<file path="src/rtl/uart_rx_pkg.sv">
// Shared types and helpers for the byte-level UART receiver.
package uart_rx_pkg;

  typedef enum logic [2:0] {
    StIdle,
    StStart,
    StData,
    StStop,
    StBreak
  } rx_state_e;

  // Clocks per bit, rounded to nearest.
  function automatic int unsigned clks_per_bit(int unsigned clk_hz, int unsigned baud);
    return (clk_hz + baud / 2) / baud;
  endfunction

  // Bit-timer sizing for the default 100 MHz / 9600 baud build.
  localparam int unsigned DefClksPerBit = clks_per_bit(100_000_000, 9600);
  localparam int unsigned DefCntWidth   = $clog2(DefClksPerBit);

endpackage

</file>
<file path="src/rtl/uart_rx_fifo.sv">
// First-word-fall-through byte buffer for the UART receiver output.
// Depth must be a power of two; the caller only pushes when not full or popping.
module uart_rx_fifo #(
  parameter int unsigned Width = 8,
  parameter int unsigned Depth = 4
) (
  input  logic             clk_i,
  input  logic             rst_ni,
  input  logic             push_i,
  input  logic [Width-1:0] wdata_i,
  input  logic             pop_i,
  output logic [Width-1:0] rdata_o,
  output logic             full_o,
  output logic             empty_o
);

  localparam int unsigned AddrW = $clog2(Depth);

  logic [Width-1:0] mem_q [Depth];
  logic [AddrW:0]   wptr_q;
  logic [AddrW:0]   rptr_q;

  // Storage and pointers; the extra pointer bit separates full from empty.
  always_ff @(posedge clk_i or negedge rst_ni) begin
    if (!rst_ni) begin
      for (int i = 0; i < Depth; i++) begin
        mem_q[i] <= '0;
      end
      wptr_q <= '0;
      rptr_q <= '0;
    end else begin
      if (push_i) begin
        mem_q[wptr_q[AddrW-1:0]] <= wdata_i;
        wptr_q <= wptr_q + 1'b1;
      end
      if (pop_i && !empty_o) begin
        rptr_q <= rptr_q + 1'b1;
      end
    end
  end

  // Head of queue is presented combinationally.
  always_comb begin
    rdata_o = mem_q[rptr_q[AddrW-1:0]];
    empty_o = (wptr_q == rptr_q);
    full_o  = (wptr_q[AddrW] != rptr_q[AddrW]) &&
              (wptr_q[AddrW-1:0] == rptr_q[AddrW-1:0]);
  end

endmodule

</file>
<file path="src/rtl/uart_rx_byte.sv">
// 8N1 UART receiver presenting bytes on a valid/ready stream.
// Define UART_RX_FIFO_EN to buffer bytes in a FIFO_DEPTH-entry FWFT FIFO;
// otherwise a single holding register is used.
module uart_rx_byte
  import uart_rx_pkg::*;
#(
  parameter int unsigned CLK_HZ     = 100_000_000,
  parameter int unsigned BAUD       = 9600,
  parameter int unsigned FIFO_DEPTH = 4
) (
  input  logic       clk,
  input  logic       rst_n,
  input  logic       ena,
  input  logic       rx,
  output logic [7:0] m_data,
  output logic       m_valid,
  input  logic       m_ready,
  output logic       frame_err,
  output logic       overrun
);

  localparam int unsigned ClksPerBit = clks_per_bit(CLK_HZ, BAUD);
  localparam int unsigned Half       = ClksPerBit / 2;
  localparam int unsigned CntW       = $clog2(ClksPerBit);

  localparam logic [CntW-1:0] CntFull = CntW'(ClksPerBit - 1);
  localparam logic [CntW-1:0] CntHalf = CntW'(Half - 1);

  if ((FIFO_DEPTH < 2) || ((FIFO_DEPTH & (FIFO_DEPTH - 1)) != 0)) begin : g_bad_depth
    $error("FIFO_DEPTH must be a power of two and at least 2");
  end

  logic            rx_s1_q, rx_s2_q, rx_prev_q;
  rx_state_e       state_q, state_d;
  logic [CntW-1:0] cnt_q, cnt_d;
  logic [2:0]      idx_q, idx_d;
  logic [7:0]      shreg_q, shreg_d;
  logic            byte_done, stop_err;
  logic            frame_err_q, overrun_q;
  logic            push, pop, full;

  // Two-flop synchronizer plus a delayed copy for falling-edge detection.
  always_ff @(posedge clk or negedge rst_n) begin
    if (!rst_n) begin
      rx_s1_q   <= 1'b1;
      rx_s2_q   <= 1'b1;
      rx_prev_q <= 1'b1;
    end else begin
      rx_s1_q   <= rx;
      rx_s2_q   <= rx_s1_q;
      rx_prev_q <= rx_s2_q;
    end
  end

  // Receiver state, bit timer, bit index and data shifter.
  always_ff @(posedge clk or negedge rst_n) begin
    if (!rst_n) begin
      state_q <= StIdle;
      cnt_q   <= '0;
      idx_q   <= '0;
      shreg_q <= '0;
    end else begin
      state_q <= state_d;
      cnt_q   <= cnt_d;
      idx_q   <= idx_d;
      shreg_q <= shreg_d;
    end
  end

  // Frame sequencing; every sample is taken when the bit timer reaches zero.
  always_comb begin
    state_d   = state_q;
    cnt_d     = cnt_q;
    idx_d     = idx_q;
    shreg_d   = shreg_q;
    byte_done = 1'b0;
    stop_err  = 1'b0;
    if (!ena) begin
      state_d = StIdle;
      cnt_d   = '0;
      idx_d   = '0;
    end else begin
      unique case (state_q)
        StIdle: begin
          if (rx_prev_q && !rx_s2_q) begin
            state_d = StStart;
            cnt_d   = CntHalf;
          end
        end
        StStart: begin
          if (cnt_q == '0) begin
            if (!rx_s2_q) begin
              state_d = StData;
              cnt_d   = CntFull;
              idx_d   = '0;
            end else begin
              state_d = StIdle;  // start bit did not hold: glitch
            end
          end else begin
            cnt_d = cnt_q - 1'b1;
          end
        end
        StData: begin
          if (cnt_q == '0) begin
            shreg_d[idx_q] = rx_s2_q;
            cnt_d          = CntFull;
            idx_d          = idx_q + 3'd1;
            if (idx_q == 3'd7) begin
              state_d = StStop;
            end
          end else begin
            cnt_d = cnt_q - 1'b1;
          end
        end
        StStop: begin
          if (cnt_q == '0) begin
            if (rx_s2_q) begin
              byte_done = 1'b1;
              state_d   = StIdle;
            end else begin
              stop_err = 1'b1;
              state_d  = StBreak;
            end
          end else begin
            cnt_d = cnt_q - 1'b1;
          end
        end
        StBreak: begin
          if (rx_s2_q) begin
            state_d = StIdle;
          end
        end
        default: state_d = StIdle;
      endcase
    end
  end

  // A pop in the same cycle frees the slot for the completing byte.
  always_comb begin
    pop  = m_valid && m_ready;
    push = byte_done && (!full || pop);
  end

  // Single-cycle error pulses, registered one cycle after the stop sample.
  always_ff @(posedge clk or negedge rst_n) begin
    if (!rst_n) begin
      frame_err_q <= 1'b0;
      overrun_q   <= 1'b0;
    end else begin
      frame_err_q <= stop_err;
      overrun_q   <= byte_done && full && !pop;
    end
  end

  assign frame_err = frame_err_q;
  assign overrun   = overrun_q;

`ifdef UART_RX_FIFO_EN
  logic empty;

  uart_rx_fifo #(
    .Width(8),
    .Depth(FIFO_DEPTH)
  ) u_fifo (
    .clk_i  (clk),
    .rst_ni (rst_n),
    .push_i (push),
    .wdata_i(shreg_q),
    .pop_i  (pop),
    .rdata_o(m_data),
    .full_o (full),
    .empty_o(empty)
  );

  assign m_valid = !empty;
`else
  logic [7:0] hold_data_q;
  logic       hold_valid_q;

  // Single holding register; data only changes on a push.
  always_ff @(posedge clk or negedge rst_n) begin
    if (!rst_n) begin
      hold_data_q  <= 8'h00;
      hold_valid_q <= 1'b0;
    end else if (push) begin
      hold_data_q  <= shreg_q;
      hold_valid_q <= 1'b1;
    end else if (pop) begin
      hold_valid_q <= 1'b0;
    end
  end

  assign full    = hold_valid_q;
  assign m_data  = hold_data_q;
  assign m_valid = hold_valid_q;
`endif

endmodule

</file>
<file path="config.mk">
export PLATFORM = sky130hd
export DESIGN_NAME = uart_rx_byte
export DESIGN_NICKNAME = d
export VERILOG_FILES = /design/src/rtl/uart_rx_pkg.sv /design/src/rtl/uart_rx_fifo.sv /design/src/rtl/uart_rx_byte.sv
export SDC_FILE = /design/constraint.sdc
export NUM_CORES = 1
export LEC_CHECK = 0
export ABC_AREA = 1
export CAP_MARGIN = 20
export CORE_MARGIN = 10
export CORE_UTILIZATION = 55
export CTS_CLUSTER_SIZE = 25
export DETAILED_ROUTE_END_ITERATION = 8
export HOLD_SLACK_MARGIN = 0.15
export PLACE_DENSITY = 0.85
export SYNTH_ARGS = -nofsm -noshare
export SYNTH_HDL_FRONTEND = slang
export SYNTH_SLANG_ARGS = --single-unit
</file>
<file path="constraint.sdc">
create_clock -name clk -period 2.2 [get_ports clk]
set_input_delay 0.55 -clock clk [delete_from_list [all_inputs] [get_ports clk]]
set_output_delay 0.55 -clock clk [all_outputs]
set_load 0.03 [all_outputs]
</file>
; ---- Word level (Yosys, flattened, before mapping)
; Cells that the tools add are included.
[classes]
add_sub_neg = 2
magnitude_cmp = 2
reduce_logical = 17
eq_ne = 16
mux = 35
[op_table]
columns = op, n
row1 = two-way mux 14 bit, 6
row2 = one-hot mux 14 bit (4 select lines), 1
row3 = two-way mux 3 bit, 12
row4 = != test 3 bit (second input constant), 8
row5 = one-hot mux 3 bit (5 select lines), 1
row6 = logical NOT 14 bit, 1
row7 = subtractor 14 x 1 -> 14 bit (second input constant), 1
row8 = two-way mux 1 bit, 11
row9 = bitwise mux 8 bit, 1
row10 = AND reduction 4 bit, 2
row11 = == test 3 x 2 -> 1 bit (second input constant), 2
row12 = == test 3 bit (second input constant), 2
row13 = logical AND 1 bit, 6
row14 = one-hot mux 3 bit (2 select lines), 1
row15 = AND reduction 6 bit, 1
row16 = != test 5 x 1 -> 1 bit (second input constant), 1
row17 = less-than comparator 3 x 4 -> 1 bit (second input constant), 1
row18 = != test 4 bit (second input constant), 1
row19 = adder 3 x 1 -> 3 bit (second input constant), 1
row20 = demux 1 bit (select 3 bit), 1
row21 = == test 3 x 1 -> 1 bit (second input constant), 1
row22 = >= comparator 3 x 1 -> 1 bit (second input constant), 1
row23 = logical NOT 1 bit, 3
row24 = logical NOT 3 bit, 1
row25 = 5 further kinds, 5
[word_totals]
input_bits = 5
register_bits = 42
output_inout_bits = 11
elab_cells = 83

; ---- Depth between registers and ports, before layout
; Gate-level depths: netlist (run 1).
[depth]
word_depth = 6
ltp_mapped = 10
mapped_depth_nobuf = 10

; ---- Worst setup path after synthesis (run 1)
; No wires, ideal clock.
[synth_path]
path_type = register to register
start = reg cnt_q[0]
end = reg hold_data_q[6] (netlist: m_data[6])
path_buffers = 1
synth_period_minus_slack_ns = 1.551
required_ns = 2.081
stages_incl_launch_ff = 11
t_arrival_ns = 1.433
setup_time_ns = 0.119
path_slack_ns = 0.649
path_cell_list = dfrtp_1 -> inv_1 -> ha_1 -> nand2_1 -> nor2_4 -> nand2_4 -> inv_2 -> nand4_4 -> buf_6 -> nand2_1 -> o21ai_2
[synth_via]
elab_chain_len = 5
[synth_rtl]
columns = element, line_no
row1 = from (decl), uart_rx_byte.sv:35  ; logic [CntW-1:0] cnt_q, cnt_d;
row2 = from (signal assigned), uart_rx_byte.sv:64  ; cnt_q <= cnt_d;
row3 = logical NOT 14 bit, uart_rx_byte.sv:116  ; if (cnt_q == '0) begin
row4 = two-way mux 1 bit, uart_rx_byte.sv:116
row5 = two-way mux 1 bit, uart_rx_byte.sv:83  ; unique case (state_q)
row6 = two-way mux 1 bit, uart_rx_byte.sv:78  ; if (!ena) begin
row7 = logical AND 1 bit, uart_rx_byte.sv:141  ; push = byte_done && (!full || pop);
row8 = to (signal assigned), uart_rx_byte.sv:186  ; hold_data_q <= shreg_q;
row9 = to (decl), uart_rx_byte.sv:177  ; logic [7:0] hold_data_q;
; No other way between the ends.
; A chain may end at the register's enable or synchronous reset.

; ---- Final worst setup path (run 1)
[layout_path]
start = in ena
end = reg state_q[2]
[layout_via]
elab_chain_len = 2
word_cells_on_any_way = 8
cone_classes = eq/ne (6) / mux (1) / reduce/logical (1)
[layout_rtl]
columns = element, line_no
row1 = from (decl), uart_rx_byte.sv:13  ; input logic ena,
row2 = != test 3 bit (no line), -
row3 = AND reduction 6 bit (no line), -
row4 = to (signal assigned), uart_rx_byte.sv:58  ; state_q <= StIdle;
row5 = to (signal assigned), uart_rx_byte.sv:63  ; state_q <= state_d;
row6 = to (decl), uart_rx_byte.sv:34  ; rx_state_e state_q, state_d;
; Parallel ways exist; a longest one is shown, timed or not.

==> results of run 1 <==
flip-flops by register name (all words and copies together) (netlist names), 3 cells and up:
register / cells
cnt_q: 14
m_data: 8
shreg_q: 8
state_q: 3
idx_q: 3
critical path, cell delays in order:
cell	delay, ns
clkdlybuf4s50_1	0.57
inv_2	0.11
nor2_4	0.14
inv_1	0.05
nor2_1	0.13
inv_1	0.08
o21ai_1	0.29
o21ai_0	0.15
metrics by stage:
step	area, um2	cells	hold WS (ns)
finish	2699	385	0.2308
global placement	2586	377	0.3453
CTS	2699	385	0.2456
floorplan	2367	310	0.2544
global route	2699	385	0.2720
detailed placement	2586	377	0.3505
report_power, final:
| part | internal, mW | total, mW | switching (mW) |
|---|---|---|---|
| sequential | 0.888 | 1.03 | 0.138 |
| clock | 0.340 | 0.617 | 0.277 |
| combinational | 0.381 | 1.16 | 0.778 |
kinds of logic after synthesis:
logic type	count (synthesis)
XOR/XNOR	3
flip-flops	42
AO/OA/AOI/OAI	31
AND/OR/NAND/NOR	184
buffers and inverters	46
adder cells (fa/ha/maj)	4
how the worst max path moves through the flow:
stage	slack [ns]	end	cells after the start
global route	0.20	cnt_q[11]$_DFFE_PN0P_	10
floorplan	0.65	m_data[6]$_DFFE_PN0P_	10
finish	0.30	state_q[2]$_DFFE_PN0P_	8
detailed placement	0.01	state_q[2]$_DFFE_PN0P_	8
global placement	0.09	cnt_q[13]$_DFFE_PN0P_	10
CTS	0.29	m_data[7]	1
layer usage:
layer	up-vias	GRT usage, %
met4	0	5.389
met3	8	3.879
met2	49	21.53
met5	-	0
li1	1023	-
met1	918	17.78
cell type report:
type                       count  share of cell area, %
clock buffer                   5                  2.550
clock inverter                 3                  1.623
inverter                      43                  5.981
multi-input combinational    222                  41.68
sequential                    42                  39.08
tap                           50                  2.318
timing repair buffer          20                  6.769
synth_stat cells, types with 2 or more instances:
cell	number
nand2_1	105
inv_1	41
dfrtp_1	39
nand3_1	30
nor2_1	30
o21ai_0	19
o21ai_2	8
nor2_4	5
ha_1	4
dfstp_2	3
nand3_2	3
buf_6	2
inv_2	2
nand2_2	2
nand4_1	2
xor2_1	2
==> summary.txt, run 1 <==
Outcome
  – Status: complete, no violations

Floorplan
  – Area of the core: 4086 um2
  – Initial Utilization: 57.93%
  – # rows: 23
  – Die area: 7328 um2
  – Top Ports: 16
  – Die width: 85.61 um
  – Die Ht: 85.61 um

Critical path
  – Crit start category: input port
  – Worst reg-to-reg path cell count: 9
  – CP endpoint kind: flop
  – FF-to-FF End: idx_q[2]$_DFFE_PN0P_
  – CP max FO: 5
  – CP required: 2.37 ns
  – Worst r2r src: cnt_q[0]$_DFFE_PN0P_
  – CP startpoint: ena
  – Critical path type: input port to flop
  – Crit path DAT: 2.07 ns
  – Reg2reg setup slack: 0.42 ns

Clock tree
  – Post_cts resized: 0
  – Root Driver: clkbuf_8
  – Max Root-Sink Buffers: 2
  – Postcts setup bufs: 0
  – Worst-Skew Late Latency: 0.30 ns
  – H-Tree Depth: 2
  – CTS tree: built
  – Reg clk slew, reported paths: 0.08 ns
  – Hold-fix buffers, CTS: 0
  – Clock sink total: 42
  – Cts bufs inserted: 5

GRT
  – First-pass GRT wire length: 8576 um
  – Largest net degree at the start of global routing: 27
  – Overall Global Routing Usage: 13.87%
  – Initial antenna violation count: 0
  – Gr ovfl total: 0
  – Vias in the first global route: 1932

Place
  – Pre-CTS setup slack: 0.01390 ns
  – Gpl congestion: 0.8867
  – Port Buffers: 15
  – Dpl hpwl: 3715 um

Yosys
  – Synth Area in Simple Gates: 36.21%
  – Post-synthesis xor/xnor area fraction: 1.110%
  – Post-synthesis mux area share: 0%
  – Async SR Flop Fraction: 100.0%
  – Netlist cell types: 29
  – FF+latch count, synth: 42
  – Largest family of logic cells by synthesized area: simple AND/OR/NAND/NOR gates
  – Synthesized area: 2367 um2
  – YS warnings: 0
  – Adder-Cell Fraction of Synth Area: 2.114%
  – Share of the synthesized area in the top cell type: 41.23%
  – Sequential share of the synthesized area: 44.56%
  – Synthesized area per cell: 7.636 um2
  – Compound-Gate Fraction of Synth Area: 8.087%
  – Post-synth top flop: dfrtp_1
  – Synth area leader: dfrtp_1
  – Mapped Nets: 319
  – Cells after Synth: 310
  – Number of synthesized flops with an enable pin: 0
  – Area contributors post-synth: dfrtp_1, nand2_1, inv_1, nand3_1, nor2_1

Routing
  – DRT met1 WL: 2206 um
  – WL/cell: 12.56 um
  – Via density: 5.190
  – WL final: 4836 um
  – 1st-pass router iterations: 4
  – Routed wl met2: 2260 um
  – Post-route DRC: 0
  – Vias: 1998
  – DR WL met3: 292 um
  – DRT iter0 DRCs: 170
  – Top layer in use: met4
  – Final ANT Viol Nets: 0

Layout
  – Register Area: 1055 um2
  – Nets: 343
  – Final core occ: 66.04%
  – Leading cell types in the layout, fill and taps excluded: nand2_1, inv_1, dfrtp_1, nor2_1, nand3_1
  – Total of fill cells in the finished design: 340
  – Layout cells sized above 1: 12.84%
  – Multi-input gate area: 1125 um2
  – Most common cell after layout, fill and taps aside: nand2_1
  – Ant diodes: 0
  – Synthesis-to-layout area growth: 14.01%

STA
  – Post-layout minimum cycle time: 1.903 ns
  – Setup TNS: 0 ns
  – Period utilization: 86.48%
  – Fin. max-slew vios: 0
  – Hold Violations, Final: 0
  – RSZ-0062 raised after global routing: false
  – Max frequency: 0.5256 GHz
  – Worst slew margin: 63.17%
  – Final Skew: 0.003192 ns
  – Worst-Margin Slew: 0.5524 ns
  – # setup viols final: 0
  – Worst setup margin: 0.2975 ns

Pwr
  – Leakage power figure: 1.385 nW
  – Overall power: 2.802 mW
  – VDD IR max: 0.0007738 V
  – Pwr/cell area: 1038 nW/um2

Worst hold path
  – Worst hold path class: input port to asynchronous set/reset pin

Run
  – Max Cap Viol: 0
Power figures use the tool's default switching activity.
==> inputs of run 2 (changes only) <==
--- a/config.mk
+++ b/config.mk
@@ -7,12 +7,13 @@
 export LEC_CHECK = 0
 export ABC_AREA = 1
 export CAP_MARGIN = 20
-export CORE_MARGIN = 10
-export CORE_UTILIZATION = 55
+export CORE_MARGIN = 8
+export CORE_UTILIZATION = 53
 export CTS_CLUSTER_SIZE = 25
 export DETAILED_ROUTE_END_ITERATION = 8
 export HOLD_SLACK_MARGIN = 0.15
-export PLACE_DENSITY = 0.85
+export PLACE_DENSITY = 0.86
+export RECOVER_POWER = 50
 export SYNTH_ARGS = -nofsm -noshare
 export SYNTH_HDL_FRONTEND = slang
 export SYNTH_SLANG_ARGS = --single-unit
==> constraint.sdc (replaced) <==
create_clock -name clk -period 1.6 [get_ports clk]
set_input_delay 0.4 -clock clk [delete_from_list [all_inputs] [get_ports clk]]
set_output_delay 0.4 -clock clk [all_outputs]
set_load 0.03 [all_outputs]
==> run 2 against run 1 <==
The run now ends with setup timing left. Flip-flop and latch count unchanged. Design area up 22%. Combinational power rose to 2.6 times the previous value. Worst setup slack worse by 0.38 ns. Clock skew up 0.0082 ns. Critical endpoint is now shreg_q[5]$_DFFE_PN0P_. Worst hold slack better by 0.13 ns. Die area down 6.4%. Power up 82%.
==> summary.txt, run 2 (synthesized netlist as in run 1, its figures left out) <==
Clock tree
  – H-Tree Depth: 2 (unchanged)
  – Worst-Skew Late Latency: 0.31 ns (about the same)
  – CTS tree: built
  – Clock sink total: 42 (unchanged)
  – Root Driver: clkbuf_8
  – Reg clk slew, reported paths: 0.09 ns (about the same)
  – Max Root-Sink Buffers: 2 (unchanged)
  – Cts bufs inserted: 5 (unchanged)

Critical path
  – Critical path type: flop to flop
  – Worst reg-to-reg path cell count: 10 (+1)
  – Reg2reg setup slack: -0.08 ns (-0.50 ns)
  – CP max-delay cell: dfrtp_1
  – Worst r2r src: cnt_q[13]$_DFFE_PN0P_
  – Cell family with most CP delay: simple AND/OR/NAND/NOR gates
  – CP Buf/Inv Count: 2 (-2)
  – CP endpoint: shreg_q[5]$_DFFE_PN0P_
  – CP startpoint: cnt_q[13]$_DFFE_PN0P_
  – Worst path max stage delay: 0.42 ns (-0.15 ns)
  – CP endpoint kind: flop
  – CP most frequent cell: nand2_1
  – CP max FO: 8 (+3)
  – Crit start category: flop
  – WP depth: 10 (+2)
  – FF-to-FF End: shreg_q[5]$_DFFE_PN0P_
  – CP required: 1.84 ns (-0.53 ns)
  – Cells along the critical path: inv_1 > nand2_1 > nor2_4 > buf_12 > nand2_8 > nor2_4 > nand2_1 > nor2_2 > nand2_1 > o21ai_1
  – Crit path DAT: 1.92 ns (-0.15 ns)

STA
  – # setup viols final: 31 (+31)
  – Post-layout minimum cycle time: 1.684 ns
  – Fin. max-slew vios: 0 (unchanged)
  – Setup TNS: -1.037 ns (-1.037 ns)
  – Worst slew margin: 61.23% (-1.9 points)
  – RSZ-0062 raised after global routing: true
  – Hold Violations, Final: 0 (unchanged)
  – Max frequency: 0.5938 GHz
  – Worst-Margin Slew: 0.5815 ns (+0.02905 ns)
  – Worst setup margin: -0.08408 ns (-0.3816 ns)
  – Final Skew: 0.01136 ns (+0.008172 ns)
  – Period utilization: 105.3%

GRT
  – Vias in the first global route: 2355 (+22%)
  – Initial antenna violation count: 0 (unchanged)
  – Gr ovfl total: 0 (unchanged)
  – Overall Global Routing Usage: 18.82% (+4.9 points)
  – Largest net degree at the start of global routing: 43 (+59%)
  – First-pass GRT wire length: 10860 um (+27%)

Place
  – Dpl hpwl: 3880 um (+4.4%)
  – Port Buffers: 15 (unchanged)
  – Gpl congestion: 0.9066 (+2.2%)

Routing
  – WL/cell: 15.36 um (+22%)
  – Final ANT Viol Nets: 0 (unchanged)
  – 1st-pass router iterations: 4 (unchanged)
  – WL final: 6697 um (+38%)
  – Post-route DRC: 0 (unchanged)
  – DRT iter0 DRCs: 206 (+21%)
  – Vias: 2351 (+18%)
  – Via density: 5.392 (+3.9%)

Run
  – Max Cap Viol: 0 (unchanged)

Floorplan
  – # rows: 24 (+4.3%)
  – Die area: 6861 um2 (-6.4%)
  – Initial Utilization: 54.75% (-3.2 points)
  – Top Ports: 16 (unchanged)
  – Area of the core: 4324 um2 (+5.8%)
  – Die Ht: 82.83 um (-3.2%)
  – Die width: 82.83 um (-3.2%)

Pwr
  – Switch Pwr: 2.224 mW (+86%)
  – Leakage power figure: 1.705 nW (+23%)
  – Clock Power Share: 14.3% (-7.7 points)
  – VDD IR max: 0.001172 V (+51%)
  – P_int: 2.873 mW (+79%)
  – Overall power: 5.097 mW (+82%)
  – Reg power frac: 26.7% (-9.9 points)
  – Combinational fraction of design power: 59.0% (+18 points)
  – Switching Fraction: 43.63% (+1.0 points)
  – Pwr/cell area: 1545 nW/um2 (+49%)

Layout
  – Nets: 392 (+14%)
  – Largest Register: cnt_q
  – Total of fill cells in the finished design: 282 (-17%)
  – Max FFs per register: 14 (unchanged)
  – Leading cell types in the layout, fill and taps excluded: nand2_1, buf_4, dfrtp_1, inv_1, nand3_1
  – Synthesis-to-layout area growth: 39.38%
  – Most common cell after layout, fill and taps aside: nand2_1
  – Ant diodes: 0 (unchanged)
  – Layout cells sized above 1: 32.29% (+19 points)

Outcome
  – Status: complete, but fails checks
  – Failing checks: setup timing

Worst hold path
  – Worst hold path class: flop to flop
-- run 2: final cells by class --
class,instances,area (um2),area share (%)
Clock buffer,5,68.82,2.086
Clock inverter,3,25.02,0.7584
Inverter,43,166.4,5.044
Multi-Input combinational cell,222,1282,38.87
Sequential cell,42,1056,32.01
Tap cell,52,65.06,1.972
Timing Repair Buffer,69,635.6,19.26
-- run 2: through the flow --
stage / hold slack, ns / setup slack (ns) / util [%] / cell area [um2] / cells
detailed placement: 0.3595 / -0.3673 / 66.23 / 2864 / 409
global route: 0.3728 / -0.1986 / 76.30 / 3299 / 436
finish: 0.3576 / -0.08408 / 76.30 / 3299 / 436
global placement: 0.3545 / -0.3247 / 66.23 / 2864 / 409
CTS: 0.3651 / -0.02188 / 73.61 / 3183 / 431
floorplan: 0.1044 / 0.04872 / - / 2367 / 310
-- run 2: worst min path at each step --
| stage | slack (ns) | cells past startpoint | to | startpoint |
|---|---|---|---|---|
| 6_report | 0.36 | 0 | rx_s2_q$_DFF_PN1_ | rx_s1_q$_DFF_PN1_ |
| 5_1_grt | 0.37 | 0 | rx_s2_q$_DFF_PN1_ | rx_s1_q$_DFF_PN1_ |
| 4_1_cts | 0.37 | 0 | rx_s2_q$_DFF_PN1_ | rx_s1_q$_DFF_PN1_ |
| 3_5_place_dp | 0.36 | 0 | rx_s2_q$_DFF_PN1_ | rx_s1_q$_DFF_PN1_ |
| 3_3_place_gp | 0.35 | 0 | rx_s2_q$_DFF_PN1_ | rx_s1_q$_DFF_PN1_ |
| 2_1_floorplan | 0.10 | 0 | cnt_q[0]$_DFFE_PN0P_ | rst_n |
-- run 2: what timing repair did --
action | in CTS | in global routing
gates resized for setup | 38 | 32
hold buffers | 1 | 0
gates cloned | 1 | 0
buffers inserted | 12 | 6
pin swaps | 11 | 22
endpoints found under the hold margin | 39 | 0
endpoints found under the setup margin | 36 | 36
-- run 2: worst register-to-register path: cells and delay by family (launching register included) --
| kind | cells | cell delay, ns |
|---|---|---|
| buffers and inverters | 2 | 0.27 |
| AO/OA/AOI/OAI | 1 | 0.07 |
| AND/OR/NAND/NOR | 7 | 0.85 |
| flip-flops | 1 | 0.42 |
-- run 2: power by group through the flow --
| stage | logic [mW] | clock network [mW] | registers (mW) |
|---|---|---|---|
| 6_report | 3.01 | 0.728 | 1.36 |
| 3_3_place_gp | 2.06 | 0 | 1.35 |
| 5_1_grt | 3.25 | 0.787 | 1.37 |
| 3_5_place_dp | 2.12 | 0 | 1.35 |
| 2_1_floorplan | 1.28 | 0 | 1.38 |
| 4_1_cts | 2.57 | 0.731 | 1.35 |
-- run 2: layer usage --
layer | vias to the layer above | share of wire (%) | track usage [%] | routed length (um)
met4 | 0 | 5.8 | 12.62 | 390
met1 | 1081 | 37 | 19.85 | 2486
li1 | 1124 | - | - | -
met2 | 103 | 51 | 32.81 | 3419
met5 | - | 0 | 0 | 0
met3 | 43 | 6.0 | 4.004 | 400
==> inputs of run 3 (changes only) <==
--- a/config.mk
+++ b/config.mk
@@ -7,7 +7,6 @@
 export LEC_CHECK = 0
 export ABC_AREA = 1
 export CAP_MARGIN = 20
-export CORE_MARGIN = 8
 export CORE_UTILIZATION = 53
 export CTS_CLUSTER_SIZE = 25
 export DETAILED_ROUTE_END_ITERATION = 8
==> run 3 against run 2 <==
The run still ends with setup timing left. Clock power increased by 17%. Critical path depth decreased by 3. Flip-flop and latch count unchanged. Global-route usage increased by 5.9 points. Power decreased by 5.1%. Non-clock buffer count decreased by 17. Largest power group unchanged.
==> summary.txt, run 3 (synthesized netlist as in run 1, its figures left out) <==
Floorplan
  – Top Ports: 16 (unchanged)
  – # rows: 23 (-4.2%)
  – Initial Utilization: 57.13% (+2.4 points)
  – Die area: 4738 um2 (-31%)
  – Area of the core: 4144 um2 (-4.2%)
  – Die Ht: 68.83 um (-17%)
  – Die width: 68.83 um (-17%)

Critical path
  – Crit start category: flop
  – CP endpoint kind: flop
  – Worst r2r src: rx_s2_q$_DFF_PN1_
  – Reg2reg setup slack: -0.09 ns (about the same)
  – CP startpoint: rx_s2_q$_DFF_PN1_
  – Cells along the critical path: nand2_1 > nor2_2 > nand3_1 > nand3_4 > buf_6 > nand2_1 > nand2_1
  – Critical path type: flop to flop
  – CP required: 1.85 ns (about the same)
  – WP depth: 7 (-3)
  – Crit path DAT: 1.94 ns (+0.02 ns)
  – CP endpoint: cnt_q[2]$_DFFE_PN0P_
  – CP most frequent cell: nand2_1
  – FF-to-FF End: cnt_q[2]$_DFFE_PN0P_
  – Cell family with most CP delay: simple AND/OR/NAND/NOR gates
  – CP max-delay cell: dfstp_2
  – CP Buf/Inv Count: 1 (-1)
  – CP max FO: 6 (-2)
  – Worst reg-to-reg path cell count: 7 (-3)
  – Worst path max stage delay: 0.63 ns (+0.21 ns)

Routing
  – Vias: 2354 (+0.13%)
  – DRT iter0 DRCs: 270 (+31%)
  – Final ANT Viol Nets: 0 (unchanged)
  – WL final: 6503 um (-2.9%)
  – 1st-pass router iterations: 6 (+2)
  – WL/cell: 15.59 um (+1.5%)
  – Via density: 5.645 (+4.7%)
  – Post-route DRC: 0 (unchanged)

Clock tree
  – Clock sink total: 42 (unchanged)
  – Cts bufs inserted: 5 (unchanged)
  – Max Root-Sink Buffers: 2 (unchanged)
  – Root Driver: clkbuf_8
  – Reg clk slew, reported paths: 0.08 ns (about the same)
  – CTS tree: built
  – Worst-Skew Late Latency: 0.30 ns (about the same)
  – H-Tree Depth: 2 (unchanged)

STA
  – Period utilization: 105.7% (+0.43 points)
  – Minimum hold slack: 0.3600 ns (+0.002341 ns)
  – RSZ-0062 raised after global routing: true
  – Hold Violations, Final: 0 (unchanged)
  – Fin. max-slew vios: 0 (unchanged)
  – Post-layout minimum cycle time: 1.691 ns (+0.006820 ns)
  – Max frequency: 0.5914 GHz (-0.40%)
  – Worst setup margin: -0.09090 ns (-0.006820 ns)
  – # setup viols final: 27 (-13%)
  – Worst slew margin: 61.45% (+0.21 points)
  – Worst-Margin Slew: 0.5783 ns (-0.003198 ns)
  – Final Skew: 0.003845 ns (-0.007520 ns)

Pwr
  – Leakage power figure: 1.638 nW (-3.9%)
  – Overall power: 4.838 mW (-5.1%)
  – Pwr/cell area: 1555 nW/um2 (+0.63%)
  – VDD IR max: 0.001027 V (-12%)

GRT
  – First-pass GRT wire length: 8535 um (-21%)
  – Initial antenna violation count: 0 (unchanged)
  – Gr ovfl total: 0 (unchanged)
  – Vias in the first global route: 1925 (-18%)
  – Largest net degree at the start of global routing: 43 (unchanged)
  – Overall Global Routing Usage: 24.74% (+5.9 points)

Layout
  – Register Area: 1055 um2 (-0.12%)
  – Max FFs per register: 14 (unchanged)
  – Ant diodes: 0 (unchanged)
  – Design Area, Final: 3112 um2 (-5.7%)
  – Total of fill cells in the finished design: 266 (-5.7%)
  – Multi-input gate area: 1280 um2 (-0.19%)
  – Synthesis-to-layout area growth: 31.45%
  – Largest Register: cnt_q
  – Leading cell types in the layout, fill and taps excluded: nand2_1, dfrtp_1, inv_1, buf_4, nand3_1
  – Layout cells sized above 1: 29.16% (-3.1 points)
  – Nets: 375 (-4.3%)
  – Finished Layout Cells: 417 (-4.4%)
  – Most common cell after layout, fill and taps aside: nand2_1

Run
  – Max Cap Viol: 0 (unchanged)

Outcome
  – Failing checks: setup timing
  – Status: complete, but fails checks

Place
  – Port Buffers: 15 (unchanged)
  – Dpl hpwl: 3552 um (-8.4%)
  – Placed Area: 2814 um2 (-1.7%)
  – Placed cells: 404 (-1.2%)
  – Gpl congestion: 0.8995 (-0.78%)

Worst hold path
  – Worst hold path class: flop to flop
## run 3: power breakdown
| part | internal (mW) | switching, mW |
|---|---|---|
| Combinational | 1.03 | 1.60 |
| Clock | 0.466 | 0.385 |
| Sequential | 1.22 | 0.137 |
| Total | 2.72 | 2.12 |
## run 3: how the worst min path moves through the flow
stage	start	depth (start not counted)	to	slack (ns)
2_1_floorplan	rst_n	0	cnt_q[0]$_DFFE_PN0P_	0.10
3_3_place_gp	rx_s1_q$_DFF_PN1_	0	rx_s2_q$_DFF_PN1_	0.35
3_5_place_dp	rx_s1_q$_DFF_PN1_	0	rx_s2_q$_DFF_PN1_	0.35
4_1_cts	rx_s1_q$_DFF_PN1_	0	rx_s2_q$_DFF_PN1_	0.36
5_1_grt	rx_s1_q$_DFF_PN1_	0	rx_s2_q$_DFF_PN1_	0.36
6_report	rx_s1_q$_DFF_PN1_	0	rx_s2_q$_DFF_PN1_	0.36
## run 3: routing by layer
metal	share of wire, %	wire [um]	global-route usage [%]
met3	7.8	507	5.757
met2	47	3086	39.71
met4	4.6	301	6.633
met5	0	0	0
met1	40	2607	33.47
## run 3: layout make-up
cell class	instances	area share (%)
well taps	50	2.010
flip-flops and latches	42	33.90
repair buffers	52	14.23
multi-input cells	222	41.13
inverters	43	5.187
clock buffers	6	2.332
clock inverters	2	1.206
## run 3: worst reg2reg max path, delay by kind of cell (launching register included)
family | cells | cell delay, ns
and+or+nand+nor | 6 | 0.84
buffers and inverters | 1 | 0.16
DFF | 1 | 0.63
## run 3: repair_timing
action / CTS / global route
pin swaps: 0 / 16
setup endpoints to repair: 27 / 37
buffers inserted: 0 / 4
hold buffers: 1 / 0
hold endpoints to repair: 39 / 0
resized for setup: 16 / 47
## run 3: stage by stage
stage | worst slack, ns | TNS, ns | utilization (%)
after floorplan | 0.04872 | 0 | -
after global placement | -0.2951 | -6.985 | 67.90
after detailed placement | -0.3096 | -7.767 | 67.90
final | -0.09090 | -1.186 | 75.09
after CTS | -0.02310 | -0.1128 | 70.83
after global routing | -0.1597 | -3.739 | 75.09
